File: src/rtl/pipe_adder_pkg.sv
// Shared constants, per-stage tag struct and configuration legality check for pipe_cla_adder.
// Saturation support is enabled by defining PIPE_ADDER_SAT_EN.
package pipe_adder_pkg;

    localparam int GROUP_W = 4;

    // Control bits that travel with a beat alongside its operand and sum bits.
    typedef struct packed {
        logic carry;
        logic sub;
        logic sat;
    } stage_tag_t;

    // Every stage must hold a whole number of lookahead groups.
    function automatic bit cfg_ok(input int width, input int stages);
        return (stages >= 1) && (width >= GROUP_W) &&
               (width % GROUP_W == 0) && (width % (GROUP_W * stages) == 0);
    endfunction

endpackage

File: src/rtl/cla4_group.sv
// Combinational 4-bit carry-lookahead group: per-bit sum, carry out and group generate/propagate.
module cla4_group
    import pipe_adder_pkg::*;
(
    input  logic               cin,
    input  logic [GROUP_W-1:0] a,
    input  logic [GROUP_W-1:0] b,
    output logic [GROUP_W-1:0] sum,
    output logic               cout,
    output logic               g,
    output logic               p
);

    logic [GROUP_W-1:0] w_gen;
    logic [GROUP_W-1:0] w_prp;
    logic [GROUP_W-1:0] w_c;

    assign w_gen = a & b;
    assign w_prp = a ^ b;

    assign w_c[0] = cin;
    assign w_c[1] = w_gen[0] | (w_prp[0] & cin);
    assign w_c[2] = w_gen[1] | (w_prp[1] & w_gen[0]) | (w_prp[1] & w_prp[0] & cin);
    assign w_c[3] = w_gen[2] | (w_prp[2] & w_gen[1]) | (w_prp[2] & w_prp[1] & w_gen[0]) |
                    (w_prp[2] & w_prp[1] & w_prp[0] & cin);

    assign g = w_gen[3] | (w_prp[3] & w_gen[2]) | (w_prp[3] & w_prp[2] & w_gen[1]) |
               (w_prp[3] & w_prp[2] & w_prp[1] & w_gen[0]);
    assign p = &w_prp;

    assign cout = g | (p & cin);
    assign sum  = w_prp ^ w_c;

endmodule

File: src/rtl/pipe_cla_adder.sv
// Pipelined carry-lookahead adder/subtractor, WIDTH/STAGES bits resolved per register slice,
// valid/ready on both sides. Define PIPE_ADDER_SAT_EN to add the in_sat signed-saturation option.
module pipe_cla_adder
    import pipe_adder_pkg::*;
#(
    parameter int WIDTH  = 32,
    parameter int STAGES = 2
) (
    input  logic             clk,
    input  logic             rst,
    input  logic             in_valid,
    output logic             in_ready,
    input  logic [WIDTH-1:0] in_a,
    input  logic [WIDTH-1:0] in_b,
    input  logic             in_sub,
    input  logic             in_cin,
`ifdef PIPE_ADDER_SAT_EN
    input  logic             in_sat,
`endif
    output logic             out_valid,
    input  logic             out_ready,
    output logic [WIDTH-1:0] out_sum,
    output logic             out_cout,
    output logic             out_ovf,
    output logic             out_zero
);

    localparam int S    = WIDTH / STAGES;
    localparam int NG   = S / GROUP_W;
    localparam int LAST = STAGES - 1;

    // Handshake: a beat moves from stage k-1 into stage k on the edge where
    // w_v[k-1] && w_ready[k]; w_ready[k] = !v[k] || w_ready[k+1], w_ready[STAGES] = out_ready.
    typedef struct packed {
        logic [WIDTH-1:0] a;
        logic [WIDTH-1:0] b;
        logic [WIDTH-1:0] sum;
        stage_tag_t       tag;
    } payload_t;

    if (!cfg_ok(WIDTH, STAGES)) begin : g_cfg_err
        $error("pipe_cla_adder: WIDTH must be a multiple of 4*STAGES");
    end

    payload_t      w_pl [STAGES];
    logic          w_v  [STAGES];
    logic [STAGES:0] w_ready;
    logic          w_sat_req;

`ifdef PIPE_ADDER_SAT_EN
    assign w_sat_req = in_sat;
`else
    assign w_sat_req = 1'b0;
`endif

    assign w_ready[STAGES] = out_ready;
    assign in_ready        = w_ready[0];
    assign out_valid       = w_v[LAST];
    assign out_sum         = w_pl[LAST].sum;
    assign out_cout        = w_pl[LAST].tag.carry;

    for (genvar k = 0; k < STAGES; k++) begin : g_stage
        payload_t         w_src;
        logic             w_src_v;
        payload_t         w_nxt;
        payload_t         r_pl;
        logic             r_v;
        logic [S-1:0]     w_slice;
        logic [NG-1:0]    w_gc;
        logic [NG-1:0]    w_gg;
        logic [NG-1:0]    w_gp;
        logic [NG-1:0]    w_gco;
        logic [WIDTH-1:0] w_stage_sum;
        logic             w_co;

        // Operand B is inverted once at entry; later stages only see effective B.
        if (k == 0) begin : g_head
            always_comb begin
                w_src           = '0;
                w_src.a         = in_a;
                w_src.b         = in_sub ? ~in_b : in_b;
                w_src.tag.carry = in_cin ^ in_sub;
                w_src.tag.sub   = in_sub;
                w_src.tag.sat   = w_sat_req;
            end
            assign w_src_v = in_valid;
        end else begin : g_body
            assign w_src   = w_pl[k-1];
            assign w_src_v = w_v[k-1];
        end

        assign w_gc[0] = w_src.tag.carry;

        for (genvar g = 0; g < NG; g++) begin : g_grp
            cla4_group u_grp (
                .cin  (w_gc[g]),
                .a    (w_src.a[k*S + g*GROUP_W +: GROUP_W]),
                .b    (w_src.b[k*S + g*GROUP_W +: GROUP_W]),
                .sum  (w_slice[g*GROUP_W +: GROUP_W]),
                .cout (w_gco[g]),
                .g    (w_gg[g]),
                .p    (w_gp[g])
            );
            if (g < NG - 1) begin : g_ripple
                assign w_gc[g+1] = w_gg[g] | (w_gp[g] & w_gc[g]);
            end
        end

        assign w_co = w_gco[NG-1];

        always_comb begin
            w_stage_sum              = w_src.sum;
            w_stage_sum[k*S +: S]    = w_slice;
        end

        if (k == LAST) begin : g_last
            logic             w_c_msb;
            logic             w_ovf;
            logic [WIDTH-1:0] w_res;
            logic             r_ovf;
            logic             r_zero;

            assign w_c_msb = w_src.a[WIDTH-1] ^ w_src.b[WIDTH-1] ^ w_stage_sum[WIDTH-1];
            assign w_ovf   = w_c_msb ^ w_co;

`ifdef PIPE_ADDER_SAT_EN
            // On overflow the wrapped sign bit is the opposite of the true result's sign.
            always_comb begin
                w_res = w_stage_sum;
                if (w_src.tag.sat && w_ovf) begin
                    w_res = w_stage_sum[WIDTH-1] ? {1'b0, {(WIDTH-1){1'b1}}}
                                                 : {1'b1, {(WIDTH-1){1'b0}}};
                end
            end
`else
            assign w_res = w_stage_sum;
`endif

            always_comb begin
                w_nxt           = w_src;
                w_nxt.sum       = w_res;
                w_nxt.tag.carry = w_co;
            end

            always_ff @(posedge clk) begin
                if (rst) begin
                    r_ovf  <= 1'b0;
                    r_zero <= 1'b0;
                end else if (w_ready[k] && w_src_v) begin
                    r_ovf  <= w_ovf;
                    r_zero <= (w_res == '0);
                end
            end

            assign out_ovf  = r_ovf;
            assign out_zero = r_zero;
        end else begin : g_mid
            always_comb begin
                w_nxt           = w_src;
                w_nxt.sum       = w_stage_sum;
                w_nxt.tag.carry = w_co;
            end
        end

        // Payload only updates on a real transfer so a drained stage keeps its last value.
        always_ff @(posedge clk) begin
            if (rst) begin
                r_v  <= 1'b0;
                r_pl <= '0;
            end else if (w_ready[k]) begin
                r_v <= w_src_v;
                if (w_src_v) begin
                    r_pl <= w_nxt;
                end
            end
        end

        assign w_ready[k] = !r_v || w_ready[k+1];
        assign w_pl[k]    = r_pl;
        assign w_v[k]     = r_v;
    end

endmodule

File: config.mk
export PLATFORM = sky130hd
export DESIGN_NAME = pipe_cla_adder
export DESIGN_NICKNAME = d
export VERILOG_FILES = /design/src/rtl/pipe_adder_pkg.sv /design/src/rtl/cla4_group.sv /design/src/rtl/pipe_cla_adder.sv
export SDC_FILE = /design/constraint.sdc
export NUM_CORES = 1
export LEC_CHECK = 0
export CAP_MARGIN = 10
export CORE_UTILIZATION = 30
export CTS_CLUSTER_DIAMETER = 120
export DETAILED_ROUTE_END_ITERATION = 8
export PLACE_DENSITY = 0.51
export SYNTH_ARGS = -nofsm -noshare
export SYNTH_HDL_FRONTEND = slang
export SYNTH_SLANG_ARGS = --single-unit
export TNS_END_PERCENT = 5
File: constraint.sdc
create_clock -name clk -period 6 [get_ports clk]
set_input_delay 0.6 -clock clk [delete_from_list [all_inputs] [get_ports clk]]
set_output_delay 0.6 -clock clk [all_outputs]
set_load 0.03 [all_outputs]
-- After elaboration in Yosys (flattened, before gate mapping)
Index checks and enable logic that the tools add are counted.
- $add $sub $neg: 0
- $mul: 0
- divide/modulo/power cells: 0
- order comparisons: 0
- eq/ne operators: 0
- shift operators: 0
- muxes and demuxes: 1
- bitwise logic cells: 229
- reduce and logical (&&, ||, !) cells: 16
- operator list (operator ; count):
    $and A1 B1 Y1 ; 120
    $or A1 B1 Y1 ; 80
    $xor A4 B4 Y4 ; 16
    $and A4 B4 Y4 ; 8
    $logic_not A32 Y1 ; 1
    $mux W32 ; 1
    $not A32 Y32 ; 1
    $reduce_and A4 Y1 ; 8
    $reduce_and A2 Y1 ; 2
    $xor A1 B1 Y1 ; 4
    $logic_not A1 Y1 ; 2
    $logic_or A1 B1 Y1 ; 2
    $logic_and A1 B1 Y1 ; 1
- bits in registers: 118
- bits in latches: 0
- RAM bits: 0
- bits in read-only memories: 0
- input bits: 70
- output and inout bits: 37
- logic and storage cells: 256
- memories: 0

-- Logic depth before layout (Yosys ltp)
Gate-level depths: netlist of the first run.
- depth in word-level cells: 15
- mapped depth: 15
- mapped depth without buffers: 15

-- Hierarchy
A second synthesis of the first run with hierarchy kept.
- cells, all modules: 590
- area, all modules: 4888.4 µm²
- by module, submodules not included (module ; instances ; cells an instance ; area each (µm²) ; sequential area each (µm²)):
    pipe_cla_adder ; 1 ; 414 ; 3359.5 ; 1721.7
    cla4_group (g_stage[0].g_grp[2].u_grp ...) ; 6 ; 22 ; 193.9 ; 0.0
    cla4_group (g_stage[0].g_grp[0].u_grp ...) ; 2 ; 22 ; 182.7 ; 0.0

-- Worst setup path before layout of the first run
OpenSTA, ideal clock, no wires.
- path type: input -> register
- start point: in in_sub
- end point: reg g_stage[0].r_pl[15] (netlist name)
- library setup time: 86 ps
- arrival: 3501 ps
- required time: 5914 ps
- slack: 2413 ps
- stages: 11
- path buffers: 3
- cells stage by stage: buf_6 -> clkbuf_1 -> buf_2 -> xor2_1 -> ha_1 -> nand3_1 -> o2111ai_4 -> o31a_4 -> a221oi_4 -> fa_1 -> a211oi_1
- longest elaborated chain between the ends: 12
- elaborated cells between the ends (all ways): 43
- classes of those cells: mux (1); bitwise (39); reduce/logical (3)
- RTL lines (element ; line ; text):
    from (decl) ; pipe_cla_adder.sv:15 ; input logic in_sub,
    $mux W32 ; pipe_cla_adder.sv:81 ; w_src.b = in_sub ? ~in_b : in_b;
    $xor A4 B4 Y4 / $and A4 B4 Y4 (equally long branches) ; cla4_group.sv:19, cla4_group.sv:18 ;
    $and A1 B1 Y1 (on tied branches) ; cla4_group.sv:27, cla4_group.sv:28 ;
    $or A1 B1 Y1 (tied with other cells) ; cla4_group.sv:27 ; assign g = w_gen[3] | (w_prp[3] & w_gen[2]) | (w_prp[3] & w_prp[2] & w_gen[1]) |
    $or A1 B1 Y1 / $and A1 B1 Y1 (equally long branches) ; cla4_group.sv:27, cla4_group.sv:28 ;
    $or A1 B1 Y1 ; cla4_group.sv:27 ;
    $or A1 B1 Y1 ; - ;
    $and A1 B1 Y1 ; - ;
    $or A1 B1 Y1 ; - ;
    $and A1 B1 Y1 ; - ;
    $or A1 B1 Y1 ; - ;
    $xor A4 B4 Y4 (*) ; cla4_group.sv:32 ; assign sum = w_prp ^ w_c;
    to (signal assigned) ; pipe_cla_adder.sv:173 ; r_pl <= w_nxt;
    to (decl) ; pipe_cla_adder.sv:66 ; payload_t r_pl;
Every way passes the cells marked *; elsewhere a longest branch is shown, timed or not.
A chain may end at the register's enable or synchronous reset.

-- Worst setup path in the final report of the first run
- start point: reg g_stage[0].r_pl[52] (netlist name)
- end point: reg g_stage[1].g_last.r_zero, in the netlist out_zero
- elaborated cells between the ends (all ways): 50
- classes of those cells: bitwise (48); reduce/logical (2)
- RTL lines (element ; line ; text):
    $and A4 B4 Y4 / $xor A4 B4 Y4 (equally long branches) ; cla4_group.sv:18, cla4_group.sv:19 ;
    $and A1 B1 Y1 (on tied branches) ; cla4_group.sv:27, cla4_group.sv:28 ;
    $or A1 B1 Y1 / $and A1 B1 Y1 (equally long branches) ; cla4_group.sv:27, cla4_group.sv:28 ;
    $or A1 B1 Y1 ; cla4_group.sv:27 ;
    $or A1 B1 Y1 (*) ; - ;
    $and A1 B1 Y1 (*) ; - ;
    $or A1 B1 Y1 (*) ; - ;
    $and A1 B1 Y1 (*) ; - ;
    $or A1 B1 Y1 (*) ; - ;
    $xor A4 B4 Y4 (*) ; cla4_group.sv:32 ;
    via g_stage[1].g_grp[3].u_grp.sum[0] ; cla4_group.sv:8 ; output logic [GROUP_W-1:0] sum,
    $logic_not A32 Y1 (*) ; pipe_cla_adder.sv:151 ; r_zero <= (w_res == '0);
    to (signal assigned) ; pipe_cla_adder.sv:151 ;
    to (decl) ; pipe_cla_adder.sv:121 ; logic r_zero;
The timed path passes the listed nets; every way through them passes the cells marked *.

==> metrics.cfg, run 1 <==
[floorplanning]
ioPinCount=107
chipWidth_um=126.9
initial_core_util=0.3077
num_rows=45
die_h_um=126.9
die_area_um2=16090
core_um2=15200

[sta]
tns_ns=0
finalClockSkew_ns=0.006834
timing.fmax_ghz=0.2798
setup_viol=0
slew_violations=0
finalHoldViolations=0
worst_slew_pin_slew_ns=1.141
post-route-min-period_ns=3.574
timing.hold.ws_ns=0.4550
post-route-period-util=0.5956
max_slew_margin=0.2374
rsz0062_at_grt=no

[worst_hold_path]
hold_start=out_sum[30]$_SDFFE_PP0P_
worst_hold_path.endpoint=out_sum[30]$_SDFFE_PP0P_
hold_class=reg -> reg
min_path_cells=2

[drt]
totalWireLength_um=12120
vias=4045
wl_per_cell_um=14.43
viasPerCell=4.815
drtAntennaViolNets=0
drtPass1Iterations=4
drc=0
drtIter0Drc=223

[place]
place.gp.congestion=0.8125
portBuffers=106
hpwlAfterDp_um=9260

[pwr]
p_per_area_nw_per_um2=272.6
ir_worst_vdd_mv=0.1437
p_leak_nw=2.468

[critical_path]
critical_path.max_fanout=4
reg2reg_depth=15
r2r_end=out_zero$_SDFFE_PP0P_
crit_path_start_kind=flip-flop
crit_required_ns=6.26
cp-end-kind=flip-flop
crit_type=reg -> reg
worst_ep_arrival_time_ns=3.83
r2r_start=g_stage[0].r_pl[52]$_SDFFE_PP0P_
r2r_slack_ns=2.43

[synth]
synth-xor-area-share=0.1070
yosys.area_share.simple=0.1755
synth_cells=558
synth_enable_flop_cells=0
ys_types=50
synth_top_family_by_area=compound AO/OA/AOI/OAI gates
avgSynthCellArea_um2=8.382
synth_compound_area_frac=0.1867
yosysTopAreaCell=dfxtp_1
synth-adder-area-share=0.1199
synthMuxAreaShare=0.002140
synth_top_area_share=0.3681
async_flop_share=0
yosysWarnings=0
synth_seq_cells=86
syn_nets=668
synth_ff_type=dfxtp_1
synth_area_leaders=dfxtp_1, nand2_1, ha_1, a21oi_1, xnor2_1
syn_area_um2=4677
yosysSeqAreaShare=0.3681

[global_route]
grt_start_max_net_pins=84
groute.usage.overall=0.1534
grt_pass1_vias=3857
grt_pass1_wl_um=19350
overflow=0
antenna_found_initial=0

[cts]
clk_pin_slew_worst_paths_ns=0.06
cts_buffers=9
clk-insertion-delay-late_ns=0.34
cts_max_path_buffers=2
htree_num_levels=3
cts_setup_buffers=0
cts_tree=yes
cts_sinks=86
ctsHoldBuffers=0
ctsResizeCount=0
cts_root_buf=clkbuf_16

[final_layout]
diodes=0
area_delta_synth_final_pct=32.88
nNetsFinal=757
drive_gt1_frac=0.05521

[status]
outcome=completed

[flow_run]
cap_viol_max_count=0

## cell usage after synthesis, types with 3 or more instances
| cell | count |
|---|---|
| a21oi_1 | 66 |
| and3_1 | 3 |
| a21o_1 | 6 |
| nor2b_1 | 5 |
| fa_1 | 8 |
| nor4_1 | 4 |
| a31oi_1 | 3 |
| nand2_1 | 116 |
| inv_1 | 16 |
| nand3_1 | 8 |
| clkbuf_1 | 27 |
| nand2b_1 | 4 |
| o21ai_0 | 14 |
| ha_1 | 32 |
| xor2_1 | 25 |
| dfxtp_1 | 86 |
| a211oi_1 | 24 |
| nor2_1 | 36 |
| o22ai_1 | 3 |
| nor3_1 | 6 |
| xnor2_1 | 29 |
## cell type report
type / count / area (um2)
fill: 1569 / 8987
multi-input combinational: 424 / 2769
sequential: 86 / 1722
timing repair buffer: 110 / 1081
clock buffer: 10 / 239.0
tap: 188 / 235.2
clock inverter: 6 / 108.9
inverter: 16 / 60.06
## worst max path at each step
stage,start,to,cells past startpoint
finish,g_stage[0].r_pl[52]$_SDFFE_PP0P_,out_zero$_SDFFE_PP0P_,15
global route,g_stage[0].r_pl[85]$_SDFFE_PP0P_,out_zero$_SDFFE_PP0P_,15
CTS,g_stage[0].r_pl[52]$_SDFFE_PP0P_,out_zero$_SDFFE_PP0P_,15
detailed placement,in_sub,g_stage[0].r_pl[15]$_SDFFE_PP0P_,9
global placement,in_sub,g_stage[0].r_pl[15]$_SDFFE_PP0P_,9
floorplan,in_sub,g_stage[0].r_pl[15]$_SDFFE_PP0P_,11
## worst max-delay path, stage by stage (launching register included)
cell and delay (ns):
dfxtp_1 0.32, ha_1 0.33, o21ai_0 0.12, o21ai_0 0.29, nand2_1 0.10, o21ai_0 0.31, nand2_1 0.17, o21ai_0 0.24
fa_1 0.47, nor4b_1 0.32, nand4_1 0.13, nor4_1 0.21, nand3_1 0.12, nor2_1 0.08, o21ai_0 0.08, o31ai_1 0.19
## power by group
group | total, mW | internal, mW | switching, mW | leakage, nW
sequential | 0.647 | 0.614 | 0.0335 | 0.707
clock | 0.651 | 0.418 | 0.233 | 0.172
combinational | 0.396 | 0.184 | 0.212 | 1.59
## per-stage QoR
step           total power, mW  area (um2)  worst slack [ns]  cells  utilization
6_report                 1.694        6215             2.426    840       0.4088
4_1_cts                  1.708        6215             2.435    840       0.4088
2_1_floorplan           0.9125        4677             2.413    558            -
3_3_place_gp             1.051        5867             2.425    824       0.3859
3_5_place_dp             1.058        5867             2.299    824       0.3859
5_1_grt                  1.771        6215             2.094    840       0.4088
## logic make-up (layout without fill, tap and decap cells)
| group | count (synthesis) | after routing |
|---|---|---|
| AO/OA/AOI/OAI | 135 | 135 |
| adder cells (fa/ha/maj) | 40 | 40 |
| buffers and inverters | 48 | 142 |
| multiplexers | 1 | 1 |
| flip-flops | 86 | 86 |
| AND/OR/NAND/NOR | 193 | 193 |
| XOR/XNOR | 55 | 55 |
## layer usage
metal | track usage | vias up | wire (um)
li1 | - | 2078 | -
met1 | 0.2194 | 1860 | 6266
met2 | 0.2346 | 95 | 5261
met3 | 0.02573 | 12 | 448
met4 | 0.04622 | 0 | 140
met5 | 0 | - | 0
## sequential cells by signal, indices dropped and copies added, names as in the netlist
| name | cells |
|---|---|
| out_zero | 1 |
| g_stage.r_pl | 49 |
| out_cout | 1 |
| out_sum | 32 |
| out_valid | 1 |
| out_ovf | 1 |
| g_stage.r_v | 1 |
## placed cells by master, fill, tap and decap left out, drive strengths merged, types with 2 or more instances in the layout
master         netlist  final
xnor2               30     30
o21ai               15     15
o22ai                3      3
a211oi              24     24
a211o                2      2
or3                  2      2
fa                   8      8
a221oi               2      2
buf                  5      6
xor2                25     25
a21o                 6      6
or4                  2      2
nand3                8      8
a31oi                3      3
nor3                 6      6
clkinv               0      3
nor4                 4      4
clkbuf              27     10
nand2              116    116
and3                 3      3
nor2b                5      5
inv                 16     16
dfxtp               86     86
nor2                36     36
nand2b               4      4
clkdlybuf4s50        0    104
a31o                 2      2
ha                  32     32
a21oi               67     67
o21bai               2      2
bufinv               0      3
nand4                2      2
a21boi               2      2
Note: power is estimated with default switching activity, not from simulation.
==> run 2, diff against run 1 <==
- PLACE_DENSITY: 0.51 -> 0.53
- clock period: 6 -> 2.9 ns (I/O delays scaled with it)
==> metrics.cfg, run 2 (same netlist as run 1, synthesis figures left out) <==
[status]
outcome=finished with violations
violations=setup timing

[critical_path]
worst_ep_arrival_time_ns=3.32  ; -0.51 ns
crit_required_ns=3.15  ; -3.11 ns
crit_type=reg -> reg
reg2reg_depth=15  ; unchanged
cp-end-kind=flip-flop
critical_path.max_fanout=3  ; -1
crit_path_start_kind=flip-flop

[drt]
viasPerCell=4.800  ; -0.33%
totalWireLength_um=12430  ; +2.6%
drtIter0Drc=188  ; -16%
drtAntennaViolNets=0  ; unchanged
vias=4195  ; +3.7%
drc=0  ; unchanged
drtPass1Iterations=4  ; unchanged
wl_per_cell_um=14.22  ; -1.4%

[final_layout]
nNetsFinal=791  ; +4.5%
diodes=0  ; unchanged
largest_register=g_stage.r_pl
largest_reg_flops=49  ; unchanged
drive_gt1_frac=0.1137  ; +0.05849
area_delta_synth_final_pct=40.07
final_common_cell=nand2_1
layout_common_cells=nand2_1, clkdlybuf4s50_1, dfxtp_1

[pwr]
p_leak_nw=2.657  ; +7.7%
p_per_area_nw_per_um2=553.5  ; +100%
finalPower_mw=3.626  ; +110%
ir_worst_vdd_mv=0.3377  ; +130%

[floorplanning]
die_area_um2=16090  ; unchanged
ioPinCount=107  ; unchanged
initial_core_util=0.3077  ; unchanged
die_h_um=126.9  ; unchanged
num_rows=45  ; unchanged
chipWidth_um=126.9  ; unchanged
core_um2=15200  ; unchanged

[global_route]
grt_start_max_net_pins=60  ; -29%
overflow=0  ; unchanged
grtUsageMet2=0.2563  ; +0.02165
met1_usage=0.2149  ; -0.004506
groute.usage.overall=0.1598  ; +0.006427
grtUsageMet3=0.02699  ; +0.001265
grt_pass1_vias=4129  ; +7.1%
grt_pass1_wl_um=20180  ; +4.3%
antenna_found_initial=0  ; unchanged
busiest_layer=met2

[sta]
setup_viol=1  ; +1
slew_violations=0  ; unchanged
worst_slew_pin_slew_ns=0.7621  ; -0.3790 ns
finalClockSkew_ns=0.008123  ; +0.001289 ns
timing.fmax_ghz=0.3262  ; +17%
max_slew_margin=0.4907  ; +0.2533
finalHoldViolations=0  ; unchanged
post-route-period-util=1.057  ; +0.4614
worst_slack_ns=-0.1653  ; -2.591 ns
post-route-min-period_ns=3.065  ; -0.5085 ns
timing.hold.ws_ns=0.3885  ; -0.06650 ns
rsz0062_at_grt=yes

[worst_hold_path]
hold_class=in -> reg
min_path_cells=2  ; unchanged

[cts]
clk-insertion-delay-late_ns=0.34  ; about the same
htree_num_levels=3  ; unchanged
clk_pin_slew_worst_paths_ns=0.06  ; about the same
cts_buffers=9  ; unchanged
cts_root_buf=clkbuf_16
cts_max_path_buffers=2  ; unchanged
cts_sinks=86  ; unchanged
cts_tree=yes

[flow_run]
cap_viol_max_count=0  ; unchanged

[place]
place.gp.congestion=0.8470  ; +4.2%
portBuffers=106  ; unchanged
hpwlAfterDp_um=9909  ; +7.0%

[run 2: critical path, stage by stage (launching register included)]
cell and delay (ns):
dfxtp_1 0.31, ha_1 0.33, a21oi_2 0.17, o211ai_1 0.13, nor3_1 0.24, o21ai_2 0.10
nand2_1 0.09, o21ai_1 0.08, fa_1 0.48, nor4b_2 0.25, nand4_1 0.14, nor4_2 0.18
nand3_1 0.11, nor2_1 0.09, o21ai_0 0.09, o31ai_1 0.19
[run 2: final timing paths]
check | from | endpoint | slack, ns
worst min-delay path | rst | out_sum[21]$_SDFFE_PP0P_ | 0.39
worst min register to register | out_sum[23]$_SDFFE_PP0P_ | out_sum[23]$_SDFFE_PP0P_ | 0.45
worst max-delay path | g_stage[0].r_pl[56]$_SDFFE_PP0P_ | out_zero$_SDFFE_PP0P_ | -0.17
worst max register to register | g_stage[0].r_pl[56]$_SDFFE_PP0P_ | out_zero$_SDFFE_PP0P_ | -0.17
[run 2: area by class of cell]
class                   count  area (um2)
well taps                 188       235.2
fillers                  1548        8651
inverters                  16       60.06
flip-flops and latches     86        1722
clock inverters             6       133.9
repair buffers            144        1361
multi-input cells         424        2810
clock buffers              10       229.0
[run 2: layer usage]
layer | part of all wire | routed length (um) | up-vias
li1 | - | - | 2144
met1 | 0.49 | 6118 | 1944
met2 | 0.45 | 5589 | 96
met3 | 0.045 | 556 | 11
met4 | 0.013 | 163 | 0
met5 | 0 | 0 | -
[run 2: report_power, final]
group | total, mW | switching [mW] | internal, mW
sequential | 1.33 | 0.0650 | 1.27
combinational | 0.895 | 0.460 | 0.435
clock | 1.40 | 0.467 | 0.929
[run 2: repair_timing]
action	4_1_cts	5_1_grt
gates resized for setup	0	8
endpoints found under the setup margin	1	1
pin swaps	0	2
buffers inserted	0	0
hold buffers	0	0
[run 2: through the flow]
step	setup TNS (ns)	cell area [um2]	util	setup slack (ns)	instances
5_1_grt	-0.3406	6551	0.4309	-0.3406	874
3_5_place_dp	-0.2499	6160	0.4052	-0.2255	858
3_3_place_gp	-0.1549	6160	0.4052	-0.1549	858
2_1_floorplan	-0.002426	4706	-	-0.002426	558
4_1_cts	-0.2572	6523	0.4291	-0.2572	874
6_report	-0.1653	6551	0.4309	-0.1653	874
